==> config.mk <==
export PLATFORM = sky130hd
export DESIGN_NAME = tl_a_arbiter2
export DESIGN_NICKNAME = d
export VERILOG_FILES = /design/src/rtl/tl_pkg.sv /design/src/rtl/tl_a_arbiter2_rr.sv /design/src/rtl/tl_a_arbiter2.sv
export SDC_FILE = /design/constraint.sdc
export NUM_CORES = 1
export LEC_CHECK = 0
export ABC_AREA = 1
export ABC_CLOCK_PERIOD_IN_PS = 6200
export CORE_AREA = 2 2 237 239
export CTS_CLUSTER_DIAMETER = 200
export CTS_CLUSTER_SIZE = 8
export DETAILED_ROUTE_END_ITERATION = 10
export DIE_AREA = 0 0 239 241
export GPL_TIMING_DRIVEN = 0
export PLACE_DENSITY = 0.44
export SLEW_MARGIN = 10
export SYNTH_ARGS = -nofsm -noshare
export SYNTH_HDL_FRONTEND = slang
export SYNTH_HIERARCHICAL = 1
export SYNTH_SLANG_ARGS = --single-unit
==> constraint.sdc <==
create_clock -name clk -period 6.2 [get_ports clk]
set_clock_uncertainty 0.2 [all_clocks]
set_input_delay 1.24 -clock clk [delete_from_list [all_inputs] [get_ports clk]]
set_output_delay 1.24 -clock clk [all_outputs]
set_load 0.03 [all_outputs]
==> src/rtl/tl_pkg.sv <==
// Shared TileLink-UL constants, beat-count helpers and the channel-A arbiter state encoding.
package tl_pkg;

    localparam logic [2:0] PutFullData    = 3'd0;
    localparam logic [2:0] PutPartialData = 3'd1;
    localparam logic [2:0] Get            = 3'd4;

    localparam logic [3:0] AccessAck      = 4'd0;
    localparam logic [3:0] AccessAckData  = 4'd1;

    typedef enum logic [1:0] {
        StIdle,
        StLock,
        StBurst
    } arb_state_e;

    // Messages no wider than one data beat still take a single beat.
    function automatic int unsigned beats_from_size(input int unsigned size,
                                                    input int unsigned bytes_log2);
        if (size > bytes_log2) begin
            return 32'd1 << (size - bytes_log2);
        end
        return 32'd1;
    endfunction

    function automatic int unsigned a_beats(input logic [2:0] opcode,
                                            input int unsigned size,
                                            input int unsigned bytes_log2);
        if (opcode == PutFullData || opcode == PutPartialData) begin
            return beats_from_size(size, bytes_log2);
        end
        return 32'd1;
    endfunction

endpackage

==> src/rtl/tl_a_arbiter2_rr.sv <==
// Two-way round-robin picker with a per-requester mask; the pointer side wins ties.
module tl_rr_arb2 (
    input  logic [1:0] req,
    input  logic [1:0] mask,
    input  logic       ptr,
    output logic       valid,
    output logic       gnt
);

    logic [1:0] req_m;

    assign req_m = req & ~mask;
    assign valid = |req_m;
    assign gnt   = req_m[ptr] ? ptr : ~ptr;

endmodule

==> src/rtl/tl_a_arbiter2.sv <==
// Two-master to one-slave TileLink-UL arbiter: round-robin channel A with message locking,
// channel D routed by the source MSB. Define TL_ARB_OUTSTANDING_EN for per-master limits.
`ifndef TL_DW
`define TL_DW 64
`endif
`ifndef TL_AW
`define TL_AW 32
`endif
`ifndef TL_AIW
`define TL_AIW 4
`endif
`ifndef TL_SZW
`define TL_SZW 4
`endif
`ifndef TL_DIW
`define TL_DIW 2
`endif

module tl_a_arbiter2
    import tl_pkg::*;
#(
    parameter int unsigned DW  = `TL_DW,
    parameter int unsigned AW  = `TL_AW,
    parameter int unsigned AIW = `TL_AIW,
    parameter int unsigned SZW = `TL_SZW,
    parameter int unsigned DIW = `TL_DIW
`ifdef TL_ARB_OUTSTANDING_EN
    , parameter int unsigned MAX_OUT = 4
`endif
) (
    input  logic              clk,
    input  logic              rst,

    input  logic              m0_a_valid,
    output logic              m0_a_ready,
    input  logic [2:0]        m0_a_opcode,
    input  logic [2:0]        m0_a_param,
    input  logic [SZW-1:0]    m0_a_size,
    input  logic [AIW-1:0]    m0_a_source,
    input  logic [AW-1:0]     m0_a_address,
    input  logic [DW/8-1:0]   m0_a_mask,
    input  logic [DW-1:0]     m0_a_data,
    input  logic              m0_a_corrupt,

    input  logic              m1_a_valid,
    output logic              m1_a_ready,
    input  logic [2:0]        m1_a_opcode,
    input  logic [2:0]        m1_a_param,
    input  logic [SZW-1:0]    m1_a_size,
    input  logic [AIW-1:0]    m1_a_source,
    input  logic [AW-1:0]     m1_a_address,
    input  logic [DW/8-1:0]   m1_a_mask,
    input  logic [DW-1:0]     m1_a_data,
    input  logic              m1_a_corrupt,

    output logic              m0_d_valid,
    input  logic              m0_d_ready,
    output logic [3:0]        m0_d_opcode,
    output logic [1:0]        m0_d_param,
    output logic [SZW-1:0]    m0_d_size,
    output logic [AIW-1:0]    m0_d_source,
    output logic [DIW-1:0]    m0_d_sink,
    output logic              m0_d_denied,
    output logic [DW-1:0]     m0_d_data,
    output logic              m0_d_corrupt,

    output logic              m1_d_valid,
    input  logic              m1_d_ready,
    output logic [3:0]        m1_d_opcode,
    output logic [1:0]        m1_d_param,
    output logic [SZW-1:0]    m1_d_size,
    output logic [AIW-1:0]    m1_d_source,
    output logic [DIW-1:0]    m1_d_sink,
    output logic              m1_d_denied,
    output logic [DW-1:0]     m1_d_data,
    output logic              m1_d_corrupt,

    output logic              s0_a_valid,
    input  logic              s0_a_ready,
    output logic [2:0]        s0_a_opcode,
    output logic [2:0]        s0_a_param,
    output logic [SZW-1:0]    s0_a_size,
    output logic [AIW:0]      s0_a_source,
    output logic [AW-1:0]     s0_a_address,
    output logic [DW/8-1:0]   s0_a_mask,
    output logic [DW-1:0]     s0_a_data,
    output logic              s0_a_corrupt,

    input  logic              s0_d_valid,
    output logic              s0_d_ready,
    input  logic [3:0]        s0_d_opcode,
    input  logic [1:0]        s0_d_param,
    input  logic [SZW-1:0]    s0_d_size,
    input  logic [AIW:0]      s0_d_source,
    input  logic [DIW-1:0]    s0_d_sink,
    input  logic              s0_d_denied,
    input  logic [DW-1:0]     s0_d_data,
    input  logic              s0_d_corrupt
);

    localparam int unsigned LogBytes = $clog2(DW / 8);

    arb_state_e     state_q, state_d;
    logic           grant_q, grant_d;
    logic           rr_ptr_q, rr_ptr_d;
    logic [SZW-1:0] remaining_q, remaining_d;

    logic [1:0]     out_mask;
    logic           arb_valid, arb_gnt;
    logic           sel;
    logic           sel_valid;
    logic           a_fire;
    int unsigned    a_beats_cur;
    logic           d_sel;

    tl_rr_arb2 u_rr_arb (
        .req   ({m1_a_valid, m0_a_valid}),
        .mask  (out_mask),
        .ptr   (rr_ptr_q),
        .valid (arb_valid),
        .gnt   (arb_gnt)
    );

    // Outside IDLE the registered grant keeps the slave-visible payload stable.
    assign sel       = (state_q == StIdle) ? arb_gnt : grant_q;
    assign sel_valid = sel ? m1_a_valid : m0_a_valid;

    assign s0_a_valid   = !rst && ((state_q == StIdle) ? arb_valid : sel_valid);
    assign s0_a_opcode  = sel ? m1_a_opcode  : m0_a_opcode;
    assign s0_a_param   = sel ? m1_a_param   : m0_a_param;
    assign s0_a_size    = sel ? m1_a_size    : m0_a_size;
    assign s0_a_source  = {sel, (sel ? m1_a_source : m0_a_source)};
    assign s0_a_address = sel ? m1_a_address : m0_a_address;
    assign s0_a_mask    = sel ? m1_a_mask    : m0_a_mask;
    assign s0_a_data    = sel ? m1_a_data    : m0_a_data;
    assign s0_a_corrupt = sel ? m1_a_corrupt : m0_a_corrupt;

    assign m0_a_ready = s0_a_valid && s0_a_ready && !sel;
    assign m1_a_ready = s0_a_valid && s0_a_ready && sel;
    assign a_fire     = s0_a_valid && s0_a_ready;

    always_comb begin
        state_d     = state_q;
        grant_d     = grant_q;
        rr_ptr_d    = rr_ptr_q;
        remaining_d = remaining_q;
        a_beats_cur = a_beats(s0_a_opcode, 32'(s0_a_size), LogBytes);
        unique case (state_q)
            StIdle, StLock: begin
                if (s0_a_valid) begin
                    grant_d = sel;
                    if (s0_a_ready) begin
                        if (a_beats_cur > 32'd1) begin
                            state_d     = StBurst;
                            remaining_d = SZW'(a_beats_cur - 32'd1);
                        end else begin
                            state_d  = StIdle;
                            rr_ptr_d = ~sel;
                        end
                    end else begin
                        state_d = StLock;
                    end
                end
            end
            StBurst: begin
                if (a_fire) begin
                    remaining_d = remaining_q - 1'b1;
                    if (remaining_q == SZW'(1)) begin
                        state_d  = StIdle;
                        rr_ptr_d = ~grant_q;
                    end
                end
            end
            default: state_d = StIdle;
        endcase
    end

    always_ff @(posedge clk or posedge rst) begin
        if (rst) begin
            state_q     <= StIdle;
            grant_q     <= 1'b0;
            rr_ptr_q    <= 1'b0;
            remaining_q <= '0;
        end else begin
            state_q     <= state_d;
            grant_q     <= grant_d;
            rr_ptr_q    <= rr_ptr_d;
            remaining_q <= remaining_d;
        end
    end

    // Channel D: pure routing on the prepended master-index bit.
    assign d_sel      = s0_d_source[AIW];
    assign s0_d_ready = d_sel ? m1_d_ready : m0_d_ready;

    assign m0_d_valid   = !rst && s0_d_valid && !d_sel;
    assign m0_d_opcode  = s0_d_opcode;
    assign m0_d_param   = s0_d_param;
    assign m0_d_size    = s0_d_size;
    assign m0_d_source  = s0_d_source[AIW-1:0];
    assign m0_d_sink    = s0_d_sink;
    assign m0_d_denied  = s0_d_denied;
    assign m0_d_data    = s0_d_data;
    assign m0_d_corrupt = s0_d_corrupt;

    assign m1_d_valid   = !rst && s0_d_valid && d_sel;
    assign m1_d_opcode  = s0_d_opcode;
    assign m1_d_param   = s0_d_param;
    assign m1_d_size    = s0_d_size;
    assign m1_d_source  = s0_d_source[AIW-1:0];
    assign m1_d_sink    = s0_d_sink;
    assign m1_d_denied  = s0_d_denied;
    assign m1_d_data    = s0_d_data;
    assign m1_d_corrupt = s0_d_corrupt;

`ifdef TL_ARB_OUTSTANDING_EN
    localparam int unsigned CntW = $clog2(MAX_OUT + 1);

    logic [CntW-1:0] out_cnt_q [2];
    logic [CntW-1:0] out_cnt_d [2];
    logic [SZW-1:0]  d_beat_q, d_beat_d;
    int unsigned     d_beats_cur;
    logic            a_last, d_fire, d_last;

    assign a_last = a_fire && ((state_q == StBurst) ? (remaining_q == SZW'(1))
                                                    : (a_beats_cur <= 32'd1));
    assign d_fire = s0_d_valid && s0_d_ready;
    assign d_beats_cur = (s0_d_opcode == AccessAckData) ?
                         beats_from_size(32'(s0_d_size), LogBytes) : 32'd1;
    assign d_last = d_fire && (32'(d_beat_q) == d_beats_cur - 32'd1);

    always_comb begin
        d_beat_d = d_beat_q;
        if (d_last) begin
            d_beat_d = '0;
        end else if (d_fire) begin
            d_beat_d = d_beat_q + 1'b1;
        end
        for (int n = 0; n < 2; n++) begin
            out_cnt_d[n] = out_cnt_q[n];
            if ((a_last && (sel == n[0])) && !(d_last && (d_sel == n[0]))) begin
                out_cnt_d[n] = out_cnt_q[n] + 1'b1;
            end else if (!(a_last && (sel == n[0])) && (d_last && (d_sel == n[0]))) begin
                out_cnt_d[n] = out_cnt_q[n] - 1'b1;
            end
        end
    end

    always_ff @(posedge clk or posedge rst) begin
        if (rst) begin
            d_beat_q     <= '0;
            out_cnt_q[0] <= '0;
            out_cnt_q[1] <= '0;
        end else begin
            d_beat_q     <= d_beat_d;
            out_cnt_q[0] <= out_cnt_d[0];
            out_cnt_q[1] <= out_cnt_d[1];
        end
    end

    // Only IDLE arbitration is masked; a locked or bursting message still completes.
    assign out_mask = {out_cnt_q[1] == CntW'(MAX_OUT), out_cnt_q[0] == CntW'(MAX_OUT)};
`else
    assign out_mask = 2'b00;
`endif

endmodule
After elaboration in Yosys (flattened, before gate mapping). Index checks and enable logic that the tools add are counted.

Add/subtract/negate cells: 3. Magnitude comparators: 3. Eq/ne operators: 10. Shifts and indexed selects: 1. Mux-type cells: 39. Bitwise operators: 3. Reduce and logical (&&, ||, !) cells: 20.

Operators with widths (count): two-way mux 32 bit (5); two-way mux 64 bit (1); > comparator 32 x 1 -> 1 bit, second input constant (1); left shift 1 x 32 -> 32 bit, first input constant (1); two-way mux 4 bit (6); two-way mux 1 bit (16); != test 2 bit, second input constant (6); two-way mux 2 bit (5); two-way mux 8 bit (1); case mux 4 bit (2 select lines) (1); subtractor 4 x 1 -> 4 bit, second input constant (2); logical AND 1 bit (7); two-way mux 3 bit (2); AND reduction 6 bit (1); AND reduction 5 bit (1); subtractor 4 x 2 -> 5 bit, second input constant (1); equality test 4 x 1 -> 1 bit, second input constant (1); > comparator 4 x 2 -> 1 bit, second input constant (1); case mux 2 bit (2 select lines) (1); OR reduction 2 bit (2); equality test 3 x 1 -> 1 bit, second input constant (1); zero test 1 bit (3); zero test 3 bit (1); NOT 1 bit (3); 9 further kinds (9).

Register bits: 8. Input bits: 329. Output and inout bits: 290. Logic and storage cells: 83.

Longest topological paths before layout.
Word-level depth: 16. Depth in mapped cells: 21. Gate-level depth less buffers: 21.

By module. Netlist, hierarchy kept.

Modules (own cells, without submodules): tl_a_arbiter2 (times used 1, cells an instance 684, area an instance 3539.6 um2, sequential area each 200.2 um2); tl_rr_arb2 (times used 1, cells an instance 9, area an instance 37.5 um2, sequential area each 0.0 um2).

Least setup slack after synthesis. Ideal clock, no wire load.

Kind: input to output. Start point: input m0_a_valid. End point: output s0_a_data[10]. Arrival time: 2485 ps. Required time: 4760 ps. Slack: 2275 ps. Cell stages on the path: 10. Path buffers: 2. Path through: nand2_2 > nand2_1 > nand2_1 > inv_1 > nand2_1 > nand2_1 > buf_2 > buf_1 > nand2_1 > nand2_1.

Word-level cells in the longest chain between the ends: 5.

RTL lines: start, declared (RTL line tl_a_arbiter2.sv:34) `input logic m0_a_valid,`; two-way mux 1 bit (not written as such) (2 in series) (RTL line tl_a_arbiter2_rr.sv:14) `assign gnt = req_m[ptr] ? ptr : ~ptr;`; two-way mux 1 bit (RTL line tl_a_arbiter2_rr.sv:14); named net arb_gnt (RTL line tl_a_arbiter2.sv:109) `logic arb_valid, arb_gnt;`; two-way mux 1 bit (RTL line tl_a_arbiter2.sv:125) `assign sel = (state_q == StIdle) ? arb_gnt : grant_q;`; two-way mux 64 bit (RTL line tl_a_arbiter2.sv:135) `assign s0_a_data = sel ? m1_a_data : m0_a_data;`; end, declared (RTL line tl_a_arbiter2.sv:86) `output logic [DW-1:0] s0_a_data,`.

The timed path passes the listed nets, and every way through them passes these cells. The select of a mux whose other input is x is not followed.

Worst setup path in the final report.
Start point: input m0_a_valid. End point: output s0_a_data[5].

The elaborated chain is that of the path after synthesis.

==> impl_metrics.json <==
{
  "cts_root_buf": "clkbuf_16",
  "critical_path.slowest_cell": "clkdlybuf4s50_1",
  "syn2layout_area_growth_pct": 177.1,
  "fp.dieW_um": 239,
  "start_util": 0.06518,
  "r2r_slack_ps": 3020,
  "synth_area_sq_mm": 0.003577,
  "synth_edf_count": 0,
  "drive_above_1_share": 0.1598,
  "syn_area_per_cell_sq_um": 5.162,
  "cts_tree": "done",
  "chipHeight_um": 241,
  "fin_crit_sh": 0.9567,
  "power.leakage_nw": 4.520,
  "clockBufferDepth": 2,
  "maxCapViolations": 0,
  "first_global_vias": 5770,
  "synth_common_cells": "nand2_1 (393), buf_4 (165), inv_1 (24), nand3_1 (20), clkbuf_1 (16)",
  "final_nets": 1569,
  "finalPower_w": 0.004473,
  "synth_cell_types": 28,
  "hold_depth": 2,
  "min_from": "rr_ptr_q",
  "grt-ovfl-total": 0,
  "num_vias": 5778,
  "viasPerCell": 2.978,
  "gp_congestion": 0.8371,
  "path_max_fanout": 11,
  "clkLatencyLatePin_ps": 230,
  "synth_warnings": 6,
  "path_clk_slew_ps": 40,
  "cp.arrival_ps": 4490,
  "first_pass_iters": 4,
  "synthFlopType": "dfrtp_1",
  "placed_area_sq_mm": 0.009827,
  "worstSetupPathType": "in2out",
  "remaining_drc_errors": 0,
  "antenna_found_initial": 2,
  "synth-seq-area-share": 0.05596,
  "slew_headroom": 0.4341,
  "p_per_area_mw_per_mm2": 451.3,
  "cts_made_buffers": 3,
  "drtIter0Drc": 151,
  "worstRegToRegCells": 15,
  "ctsHtreeMaxLevel": 1,
  "synth-seq-cells": 8,
  "cts.sinks": 8,
  "crit_path_start_kind": "primary input",
  "critPathTopFamily": "buffers and inverters",
  "dp_hpwl_mm": 22.94,
  "crit_path_end_kind": "output pin",
  "synth_cells": 693,
  "hold_buffers": 0,
  "core_area_sq_mm": 0.05488,
  "cpPeakStageDelay_ps": 670,
  "async_flop_share": 1.000,
  "final_max_slew_viol_count": 0,
  "grt_pass1_wl_mm": 34.11,
  "tightest_slew_ps": 848.9,
  "hold_ws_ps": 301.9,
  "ant_nets": 0,
  "dieArea_sq_mm": 0.05760,
  "hold_violations": 0,
  "holdCritPathClass": "reg2reg",
  "grtUsageTotal": 0.07768,
  "synthTopCellsByArea": "nand2_1 (41%), buf_4 (35%), dfrtp_1 (5.6%)",
  "status": "complete, no violations",
  "instances_no_fill": 1940,
  "setup_viol": 0,
  "worstReg2RegStart": "state_q[1]",
  "wirelength_mm": 25.54,
  "synth_top_area_cell": "nand2_1",
  "cts_setup_buffers": 0,
  "synth_most_common_cell": "nand2_1",
  "worstHoldEndpoint": "rr_ptr_q",
  "dpl.cell_count": 1934,
  "r2r-end": "remaining_q[0]",
  "required_ps": 4760,
  "row_count": 86,
  "grt_max_degree": 11,
  "portBuffers": 536,
  "final_cell_area_sq_mm": 0.009912,
  "fin_crit_ps": 5931,
  "grt_setup_unrepaired": "false",
  "routedWlPerCell_um": 13.17,
  "cp_cell_sequence": "clkdlybuf4s50_1 > nand2_2 > nand2_1 > nand2_1 > inv_1 > nand2_1 > nand2_2 > buf_2 > buf_1 > nand2_1 > nand2_1 > clkdlybuf4s50_1",
  "synth_top_area_frac": 0.4124,
  "critPathBufInv": 5,
  "fmax_mhz": 168.6,
  "path_common_cell": "nand2_1",
  "max-vdd-ir-drop_v": 0.0002630,
  "pin_count": 619
}
layer usage:
layer  GRT usage  vias to the layer above  part of all wire
met3     0.01533                       12             0.074
met1     0.08535                     2470              0.37
met2      0.1543                      298              0.55
met5           0                        -                 0
met4     0.01250                        0             0.016
li1            -                     2998                 -
how the worst max path moves through the flow:
stage	start	endpoint	slack [ps]	depth (start not counted)
after floorplan	m0_a_valid	s0_a_data[10]	2270	10
after global placement	m0_a_valid	s0_a_data[5]	-120	12
after detailed placement	m0_a_valid	s0_a_data[5]	-160	12
after CTS	m0_a_valid	s0_a_data[5]	50	12
after global routing	m0_a_valid	s0_a_data[26]	20	12
final	m0_a_valid	s0_a_data[5]	270	12
timing repair:
item,CTS,global route
setup endpoints to repair,22,0
hold endpoints to repair,0,0
resized for setup,1,0
cell usage in the layout, fill, tap and decap left out, drive strengths merged:
master / instances
clkdlybuf4s50: 536
nand2: 403
buf: 174
inv: 28
nand3: 22
clkbuf: 19
nor2: 13
o21ai: 10
dfrtp: 8
ha: 5
a21oi: 5
nor3: 4
diode: 3
conb: 2
nand3b: 1
or2: 1
xnor2: 1
a21boi: 1
registers in the layout (all words and copies together) (netlist names):
| signal | count |
|---|---|
| state_q | 2 |
| remaining_q | 4 |
| grant_q | 1 |
| rr_ptr_q | 1 |
logic make-up (layout without fill, tap and decap cells):
group	count (synthesis)	in the layout	synth area share
other	1	5	0.001048
AO/OA/AOI/OAI	16	16	0.02728
flip-flops	8	8	0.05596
AND/OR/NAND/NOR	444	444	0.4893
adder cells (fa/ha/maj)	5	5	0.01749
buffers and inverters	218	757	0.4064
XOR/XNOR	1	1	0.002449
metrics by stage:
stage / utilization / worst slack (ps) / TNS (ps)
2_1_floorplan: - / 2275 / 0
3_3_place_gp: 0.1791 / -123.7 / -215.5
3_5_place_dp: 0.1791 / -162.7 / -1112
4_1_cts: 0.1805 / 51.28 / 0
5_1_grt: 0.1806 / 16.93 / 0
6_report: 0.1806 / 268.7 / 0
worst register-to-register path, stage by stage, from the launching register on:
cell and delay [ps]:
dfrtp_1 430, nor2_1 250, nand2_1 250, nand2_2 360, nand2_1 130, nand2_2 110
inv_2 70, a21oi_2 200, nand2_1 140, ha_1 250, or2_2 310, nand3_2 100
nand2_2 90, inv_4 90, nand2_1 70, o21ai_2 60
where the power goes:
group / switching [W] / internal (W) / total [W]
Sequential: 0.0000215 / 0.0000771 / 0.0000986
Clock: 0.0000278 / 0.0000834 / 0.000111
Combinational: 0.00268 / 0.00158 / 0.00426
Total: 0.00273 / 0.00174 / 0.00447
cell type report:
class                      count  area, sq um
clock buffer                   3        75.07
buffer                       190         1346
sequential                     8        200.2
antenna                        3        7.507
fill                        6252        44970
timing repair buffer         536         5365
inverter                      28        107.6
tap                          704        880.8
multi-input combinational    468         1929
No activity file was read; power rests on OpenSTA's default activity.
